### config.mk
export PLATFORM = sky130hd
export DESIGN_NAME = alu_mul_seq
export DESIGN_NICKNAME = d
export VERILOG_FILES = /design/src/rtl/alu_pkg.sv /design/src/rtl/alu_mul_seq.sv
export SDC_FILE = /design/constraint.sdc
export NUM_CORES = 1
export LEC_CHECK = 0
export ABC_AREA = 1
export CAP_MARGIN = 10
export CORE_MARGIN = 1
export CORE_UTILIZATION = 28
export DETAILED_ROUTE_END_ITERATION = 16
export HOLD_SLACK_MARGIN = 0.05
export PLACE_DENSITY = 0.55
export SYNTH_ARGS = -nofsm -noshare
export SYNTH_HDL_FRONTEND = slang
export SYNTH_SLANG_ARGS = --single-unit
### constraint.sdc
create_clock -name clk -period 1.45 [get_ports clk]
set_input_delay 0.29 -clock clk [delete_from_list [all_inputs] [get_ports clk]]
set_output_delay 0.29 -clock clk [all_outputs]
set_load 0.01 [all_outputs]
### src/rtl/alu_pkg.sv
// Shared execute-stage ALU definitions: operation codes, default widths and
// the multiply sequencer state type.
package alu_pkg;

    localparam int ALU_WIDTH  = 16;
    localparam int ALU_OPER_W = 4;

    localparam logic [ALU_OPER_W-1:0] OPER_ROL = 4'b0000;
    localparam logic [ALU_OPER_W-1:0] OPER_SLL = 4'b0001;
    localparam logic [ALU_OPER_W-1:0] OPER_ROR = 4'b0010;
    localparam logic [ALU_OPER_W-1:0] OPER_SRL = 4'b0011;
    localparam logic [ALU_OPER_W-1:0] OPER_ADD = 4'b0100;
    localparam logic [ALU_OPER_W-1:0] OPER_OR  = 4'b0101;
    localparam logic [ALU_OPER_W-1:0] OPER_XOR = 4'b0110;
    localparam logic [ALU_OPER_W-1:0] OPER_AND = 4'b0111;

    typedef enum logic [1:0] {
        IDLE = 2'd0,
        RUN  = 2'd1,
        DONE = 2'd2
    } mul_state_t;

endpackage

### src/rtl/alu_mul_seq.sv
// Shift-and-add multiply sequencer that borrows the execute-stage ALU while a
// multiply is in flight and passes pipeline ALU controls through otherwise.
module alu_mul_seq
    import alu_pkg::*;
#(
    parameter int WIDTH  = ALU_WIDTH,
    parameter int OPER_W = ALU_OPER_W
) (
    input  logic              clk,
    input  logic              rst_n,
    input  logic              mul_start,
    input  logic [WIDTH-1:0]  mul_a,
    input  logic [WIDTH-1:0]  mul_b,
    output logic              mul_busy,
    output logic              mul_done,
    output logic [WIDTH-1:0]  mul_result,
    output logic              mul_ovf,
    input  logic [WIDTH-1:0]  ex_InA,
    input  logic [WIDTH-1:0]  ex_InB,
    input  logic [OPER_W-1:0] ex_Oper,
    input  logic              ex_Cin,
    input  logic              ex_invA,
    input  logic              ex_invB,
    input  logic              ex_sign,
    output logic [WIDTH-1:0]  alu_InA,
    output logic [WIDTH-1:0]  alu_InB,
    output logic [OPER_W-1:0] alu_Oper,
    output logic              alu_Cin,
    output logic              alu_invA,
    output logic              alu_invB,
    output logic              alu_sign,
    input  logic [WIDTH-1:0]  alu_Out,
    input  logic              alu_OF
);

    localparam int CNT_W = $clog2(WIDTH) + 1;

    mul_state_t       state;
    logic [WIDTH-1:0] mcand;
    logic [WIDTH-1:0] mplier;
    logic [WIDTH-1:0] acc;
    logic [CNT_W-1:0] cnt;
    logic             lost;
    logic             ovf;

    // NOTE: every register here, datapath included, is reset asynchronously and
    // updated with <= so all branches see the pre-edge values of each other.
    always_ff @(posedge clk or negedge rst_n) begin
        if (!rst_n) begin
            state      <= IDLE;
            mcand      <= '0;
            mplier     <= '0;
            acc        <= '0;
            cnt        <= '0;
            lost       <= 1'b0;
            ovf        <= 1'b0;
            mul_result <= '0;
            mul_ovf    <= 1'b0;
        end else begin
            case (state)
                IDLE: begin
                    if (mul_start) begin
                        mcand  <= mul_a;
                        mplier <= mul_b;
                        acc    <= '0;
                        cnt    <= '0;
                        lost   <= 1'b0;
                        ovf    <= 1'b0;
                        state  <= RUN;
                    end
                end
                RUN: begin
                    if (mplier == '0 || cnt == CNT_W'(WIDTH)) begin
                        state <= DONE;
                    end else begin
                        // A bit shifted out of mcand only matters if a later add uses it.
                        if (mplier[0]) begin
                            acc <= alu_Out;
                            ovf <= ovf | alu_OF | lost;
                        end
                        lost   <= lost | mcand[WIDTH-1];
                        mcand  <= mcand << 1;
                        mplier <= mplier >> 1;
                        cnt    <= cnt + CNT_W'(1);
                    end
                end
                DONE: begin
                    mul_result <= acc;
                    mul_ovf    <= ovf;
                    state      <= IDLE;
                end
                default: state <= IDLE;
            endcase
        end
    end

    assign mul_busy = (state != IDLE);
    assign mul_done = (state == DONE);

    // NOTE: every output gets a default before the override so no latch is inferred.
    always_comb begin
        alu_InA  = ex_InA;
        alu_InB  = ex_InB;
        alu_Oper = ex_Oper;
        alu_Cin  = ex_Cin;
        alu_invA = ex_invA;
        alu_invB = ex_invB;
        alu_sign = ex_sign;
        if (state != IDLE) begin
            alu_InA  = acc;
            alu_InB  = mcand;
            alu_Oper = OPER_W'(OPER_ADD);
            alu_Cin  = 1'b0;
            alu_invA = 1'b0;
            alu_invB = 1'b0;
            alu_sign = 1'b0;
        end
    end

endmodule

After elaboration in Yosys (flattened, before gate mapping)
Index checks and enable logic that the tools add are counted.

word-level totals
  bits in registers = 74
  bits of input ports = 92
  output and inout port bits = 59
  word-level logic and storage cells = 57

cells by class
  $add $sub $neg = 1
  eq/ne operators = 7
  multiplexer cells = 29
  bitwise logic cells = 3
  reductions and logical operators = 8

operators with widths
  kind                                                                   number
  16-bit 2-to-1 mux                                                      9
  16-bit one-hot mux with 2 select lines                                 3
  16-bit zero test                                                       1
  5-bit 2-to-1 mux                                                       2
  5-bit one-hot mux with 2 select lines                                  1
  1-bit 2-to-1 mux                                                       8
  2-bit inequality test, second input constant                           4
  5-bit by 1-bit adder with 5-bit output, second input constant          1
  5-bit equality test, second input constant                             1
  2-bit 2-to-1 mux                                                       2
  4-bit 2-to-1 mux                                                       1
  1-bit one-hot mux with 2 select lines                                  2
  2-bit one-hot mux with 2 select lines                                  1
  4-bit AND reduction                                                    1
  2-bit nonzero test                                                     2
  1-bit bitwise OR                                                       3
  3-bit AND reduction                                                    1
  2-bit by 1-bit equality test with 1-bit output, second input constant  1
  2-bit equality test, second input constant                             1
  2-bit zero test                                                        1
  2-bit AND reduction                                                    1
  1-bit logical OR                                                       1

Depth between registers and ports, before layout
Gate-level depths: netlist (run 1).

  word-level depth = 5
  depth in mapped cells = 10

Worst setup path after synthesis (run 1)
No wires, ideal clock.

  path kind = register to output
  from = register state[0]
  to = output alu_InA[10]
  arrival = 1.194 ns
  data required time = 1.160 ns
  path slack = -0.034 ns
  stages on the path, launching flop included = 6
  path through = dfrtp_1 nor2_4 buf_2 clkbuf_1 nand2_1 o21ai_0

between the ends
  cells in the longest elaborated chain, start to end = 2

ends and longest elaborated chain
  what                    RTL line            text
  from (decl)             alu_mul_seq.sv:38   mul_state_t state;
  from (signal assigned)  alu_mul_seq.sv:50   state <= IDLE;
  from (signal assigned)  alu_mul_seq.sv:69   state <= RUN;
  from (signal assigned)  alu_mul_seq.sv:74   state <= DONE;
  2-bit nonzero test      alu_mul_seq.sv:109  if (state != IDLE) begin
  16-bit 2-to-1 mux       alu_mul_seq.sv:109
  to (decl)               alu_mul_seq.sv:25   output logic [WIDTH-1:0] alu_InA,

Every way passes these cells.

Final worst setup path (run 1)
  from = register state[0]
  to = output alu_InB[4]

between the ends
  cells in the longest elaborated chain, start to end = 2

ends and longest elaborated chain
  what                RTL line            text
  2-bit nonzero test  alu_mul_seq.sv:109
  16-bit 2-to-1 mux   alu_mul_seq.sv:109
  to (decl)           alu_mul_seq.sv:26   output logic [WIDTH-1:0] alu_InB,

Every way passes these cells.

==> results of run 1 <==
-- worst min-delay path, stage by stage --
cell and delay [ps]:
dlygate4sd3_1 520, buf_4 110, buf_12 290
-- worst max-delay path by stage --
stage / startpoint / to / slack, ps
floorplan: state[0] / alu_InA[0] / 20
global placement: state[0] / alu_InA[10] / -390
detailed placement: state[0] / alu_InA[10] / -430
CTS: state[1] / alu_InA[10] / -330
global route: state[0] / alu_InB[6] / -390
finish: state[0] / alu_InB[4] / -310
-- layout make-up --
| cell class | instances | area, µm² |
|---|---|---|
| Fill cell | 1387 | 7140 |
| Multi-Input combinational cell | 403 | 2050 |
| Timing Repair Buffer | 198 | 2010 |
| Sequential cell | 74 | 1850 |
| Clock buffer | 11 | 253 |
| Inverter | 63 | 246 |
| Tap cell | 180 | 225 |
| Clock inverter | 5 | 100 |
-- cells by family (layout without fill, tap and decap cells) --
| group | Yosys count | after routing |
|---|---|---|
| AO/OA/AOI/OAI | 67 | 67 |
| XOR/XNOR | 3 | 3 |
| AND/OR/NAND/NOR | 329 | 331 |
| buffers and inverters | 95 | 277 |
| adder cells (fa/ha/maj) | 2 | 2 |
| flip-flops | 74 | 74 |
-- metal layers --
layer	wire, µm	vias to the layer above
li1	-	2118
met1	5570	1930
met2	5970	133
met3	871	14
met4	174	0
met5	0	-
-- power breakdown --
| group | internal [W] | total (W) | switching, W |
|---|---|---|---|
| registers | 0.00300 | 0.00357 | 0.000566 |
| logic | 0.00362 | 0.00774 | 0.00412 |
| clock network | 0.00177 | 0.00263 | 0.000864 |
-- placed cells by master (no fill, tap or decap), types with 7 or more instances in the layout --
cell / instances
nand2_1: 178
nand3_2: 7
dlygate4sd2_1: 17
buf_12: 12
buf_2: 38
clkbuf_16: 13
nor2_1: 32
buf_4: 14
clkdlybuf4s50_1: 90
o21ai_0: 37
buf_6: 13
nand2_4: 11
inv_1: 60
buf_8: 7
nand3_1: 52
nand2_2: 35
o21ai_1: 26
dfrtp_1: 74
-- flip-flops by register name (all words and copies together) (netlist names) --
name,flops
acc,16
cnt,5
lost,1
mcand,16
mplier,16
mul_ovf,1
mul_result,16
ovf,1
state,2
-- metrics by stage --
stage                     std cells  power (W)  setup WS [ps]
after floorplan                 570    0.00699           24.9
after global placement          897    0.00975           -390
after detailed placement        897    0.00992           -426
after CTS                       928     0.0130           -328
after global routing            934     0.0151           -385
final                           934     0.0139           -307
-- cells in the mapped netlist, drive strengths merged --
master and number:
a21oi 1, buf 21, clkbuf 11, dfrtp 74, ha 2, inv 63, nand2 226, nand3 60
nor2 41, nor3 1, o21ai 66, or2 1, xnor2 1, xor2 2
-- timing repair --
item	in CTS	in global routing
pin swaps	7	6
setup endpoints to repair	115	98
gates resized for setup	240	111
endpoints found under the hold margin	74	0
hold buffers	1	0
gates cloned	7	4
setup buffers	7	10
==> run metrics, run 1 <==
routability congestion estimate=0.726; share of layout cells above drive strength 1=0.240; Final Skew=5.90 ps; routed vias/inst=4.49; normalized max-slew margin=0.705; Max Root-Sink Buffers=2; Post-DP Area=5830 µm²; status=complete, but fails checks; largest net degree at the start of global routing=75; Syn. warnings=0; M1 GR Usage=0.216; Setup crit start kind=flop; reg2reg end=cnt[2]; Layout area overhead=69.0%; Synth Cell Area=3990 µm²; largest family of logic cells by synthesized area=simple AND/OR/NAND/NOR gates; Starting Density=0.287; total inserted antenna cells=0; Die Y=121 µm; Slew @ Worst Pin=442 ps; violated checks=setup timing; register area share after synthesis=0.465; Compound-Gate Fraction of Synth Area=0.0870; R2R depth=11; crit share post-route=1.21; via count=4195; wire length per cell=13.5 µm; largest cells by area after synthesis=dfrtp_1 (46%), nand2_1 (21%), o21ai_0 (8.3%); hold_ws=479 ps; CTS H-tree depth=3; static leakage=3.40 nW; Post-Synth Adder-Cell Area=0.00628; HPWL after DPL=8.10 mm; Worst Path Required=1160 ps; Cell variety after synth=21; CP Max Fanout=8; vias in the first global route=3982; DRT iter0 DRCs=193; CP cell instances=nor2_4 -> buf_12 -> clkbuf_16 -> nand2_2 -> o21ai_1 -> buf_2; Critical Path AT=1470 ps; global routing usage on met3=0.0320; Reg clk slew, reported paths=60 ps; Max Clock Freq=0.569 GHz; Power Density=2070 nW/µm²; Final Hold Fails=0; max-cap violations=0; slack of the critical path=-307 ps; I/O pin count=151; met2 usage=0.279; post-layout min period=1760 ps; CP max stage delay=400 ps; die area=14700 µm²; mux cell area share after synthesis=0; core area=13900 µm²; GRT Resource Usage Total=0.168; Std-Cell Rows=43; Hold Crit Class=in -> async; busiest grt layer=met2; DRC Markers=0; DRT antenna net count=0; Final Max Tran Viols=0; syn_area_per_cell=6.99 µm²; # port buffers=150; CP Capture Type=output pin; post-synthesis simple-gate area fraction=0.336; Buf/Inv on CP=3; Synth Register Bits=74; root buffer cell=clkbuf_16; initial antenna violation count=0; Mapped Nets=664; CP Class=reg -> out; Die W=121 µm; fin util=0.485; # setup viols final=96; setup TNS=-15500 ps; crit path max-delay cell type=dfrtp_1; CP top delay family=buffers and inverters; post-synthesis cell count=570; worst vdd ir=0.888 mV; Worst path depth=6; total congestion overflow=0; post-route cell area=6740 µm²; first-pass GRT wire length=19.5 mm; r2r startpoint=state[1]; CTS tree=done; CTS buffer count=9; Reg2Reg Setup Slack=-130 ps; final WL=12.6 mm; RSZ-0062 raised after global routing=true; CTS Sinks=74; area share of the largest cell type after synthesis=0.465; first-pass iteration count of the detailed router=6; Final Net Count=843; Clk Latency, worst-skew pair=330 ps; post-synthesis xor/xnor area fraction=0.00659; Synth area leader=dfrtp_1
Power figures use the tool's default switching activity.
==> run 2: changes to the inputs <==
- CTS_CLUSTER_DIAMETER: unset -> 80
- SKIP_LAST_GASP: unset -> 1
==> run 2 against run 1 <==
Compared with the run above: the flow still finishes with violations (setup timing); first-iteration DRC count is 19% higher; cell count rose by 0.21%; routed wire length fell by 0.75%; sequential cell count is the same; non-clock buffer count increased by 2; hold slack is essentially flat; core utilization shrank 0.51 points; die area unchanged; critical path depth unchanged; worst setup slack gained 3.2 ps; critical path type unchanged; critical endpoint unchanged; largest power group unchanged.
==> run metrics, run 2 (same netlist as run 1, synthesis figures left out) <==
status=complete, but fails checks; violated checks=setup timing; Reg clk slew, reported paths=60 ps (about the same); I/O pin count=151 (unchanged); commonest non-fill, non-tap cell in the layout=nand2_1; CTS Sinks=74 (unchanged); first-pass GRT wire length=19.5 mm (unchanged); die area=14700 µm² (unchanged); static leakage=3.39 nW (-0.22%); CP top delay family=buffers and inverters; wire length per cell=13.3 µm (-0.96%); DRC Markers=0 (unchanged); core area=13900 µm² (unchanged); Final Net Count=845 (+0.24%); Buf/Inv on CP=3 (unchanged); CP Class=reg -> out; Multi-input gate area=1990 µm² (-3.1%); total power=0.0137 W (-2.1%); CTS tree=done; filler instances=1403 (+1.2%); Worst Path Required=1160 ps (about the same); Slew @ Worst Pin=428 ps (-14.0 ps); setup TNS=-15620 ps (-120 ps); DRT iter0 DRCs=230 (+19%); vias in the first global route=3979 (-0.075%); # setup viols final=94 (-2.1%); most frequent cells in the layout=nand2_1 (194), clkdlybuf4s50_1 (90), dfrtp_1 (74); Final Skew=5.48 ps (-0.420 ps); first-pass iteration count of the detailed router=5 (-1); CP cell instances=nor2_4 -> buf_12 -> clkbuf_16 -> nand2_2 -> o21ai_1 -> buf_2; crit share post-route=1.21 (-0.00218); hold_ws=479 ps (+0.198 ps); Power Density=2050 nW/µm² (-1.0%); Final Hold Fails=0 (unchanged); Reg area=1850 µm² (unchanged); post-layout min period=1750 ps (-3.16 ps); worst vdd ir=0.891 mV (+0.23%); Die W=121 µm (unchanged); max-cap violations=0 (unchanged); Critical Path AT=1460 ps (about the same); Starting Density=0.287 (unchanged); CTS buffer count=9 (unchanged); routed vias/inst=4.48 (-0.26%); RSZ-0062 raised after global routing=true; CP max stage delay=400 ps (about the same); Die Y=121 µm (unchanged); GRT Resource Usage Total=0.168 (about the same); Std-Cell Rows=43 (unchanged); Hold Crit Class=reg -> reg; share of layout cells above drive strength 1=0.218 (-0.0218); HPWL after DPL=8.10 mm (unchanged); Layout area overhead=67.3%; crit path max-delay cell type=dfrtp_1; fin util=0.480 (-0.00514); Clk Latency, worst-skew pair=330 ps (about the same); routability congestion estimate=0.726 (unchanged); total inserted antenna cells=0 (unchanged); Final Max Tran Viols=0 (unchanged); Max Clock Freq=0.570 GHz (+0.18%); via count=4193 (-0.048%); Setup crit start kind=flop; CTS H-tree depth=3 (unchanged); CP Capture Type=output pin; largest net degree at the start of global routing=75 (unchanged); DRT antenna net count=0 (unchanged); normalized max-slew margin=0.715 (+0.00933); slack of the critical path=-304 ps (+3.16 ps); final WL=12.5 mm (-0.75%); Setup WS pre-CTS=-426 ps (unchanged); # port buffers=150 (unchanged); Max Root-Sink Buffers=2 (unchanged); total congestion overflow=0 (unchanged); initial antenna violation count=0 (unchanged); root buffer cell=clkbuf_16; CP Max Fanout=8 (unchanged)
## run 2: changes by cell type in the layout (fill, tap and decap cells not counted), sizes merged
cell | before | now
buf | 85 | 88
clkbuf | 15 | 14
## run 2: what timing repair did
| action | in CTS | in global routing |
|---|---|---|
| hold buffers | 1 | 0 |
| resized for setup | 231 | 69 |
| endpoints found under the setup margin | 115 | 98 |
| pin swaps | 5 | 8 |
| endpoints found under the hold margin | 74 | 0 |
| setup buffers | 7 | 7 |
| gates cloned | 7 | 4 |
## run 2: path summary, 6_finish.rpt
| kind | endpoint | slack, ps | from | cells after the start |
|---|---|---|---|---|
| worst max-delay path | alu_InB[4] | -300 | state[0] | 6 |
| worst min-delay path | mul_result[10] | 480 | mul_result[10] | 2 |
| worst max register to register | acc[5] | -150 | state[0] | 9 |
| worst min register to register | mul_result[10] | 480 | mul_result[10] | 2 |
| max in group asynchronous | cnt[1] | 600 | rst_n | 3 |
| min in group asynchronous | mul_result[9] | 490 | rst_n | 3 |
## run 2: metal layers
layer	part of all wire	vias up	track usage	wire, µm
met4	0.014	0	0.0610	174
met2	0.47	126	0.280	5940
met3	0.058	14	0.0320	725
li1	-	2126	-	-
met5	0	-	0	0
met1	0.45	1927	0.216	5660
## run 2: cell type report
type,count,share of cell area
multi-input cells,403,0.298
clock inverters,5,0.0150
repair buffers,200,0.300
well taps,180,0.0338
inverters,63,0.0370
clock buffers,11,0.0379
flip-flops and latches,74,0.278
## run 2: stage by stage
| stage | area, µm² | instances |
|---|---|---|
| 2_1_floorplan | 3990 | 570 |
| 3_3_place_gp | 5830 | 897 |
| 3_5_place_dp | 5830 | 897 |
| 4_1_cts | 6360 | 928 |
| 5_1_grt | 6670 | 936 |
| 6_report | 6670 | 936 |
## run 2: where the power goes
part           internal (W)  switching, W  leakage [nW]
Combinational       0.00350       0.00396          2.29
Sequential          0.00300      0.000575         0.927
Clock               0.00177      0.000848         0.176
Total               0.00827       0.00538          3.39
## run 2: worst reg2reg max path, delay by kind of cell, from the launching register on
family	cells	cell delay, ps
buf+inv	4	540
flops	1	400
compound gates	1	160
simple gates	4	390
==> run 3: changes to the inputs <==
- GPL_ROUTABILITY_DRIVEN: unset -> 1
==> results of run 3 <==
The final DEF is identical to that of run 2; final timing and power are the same.
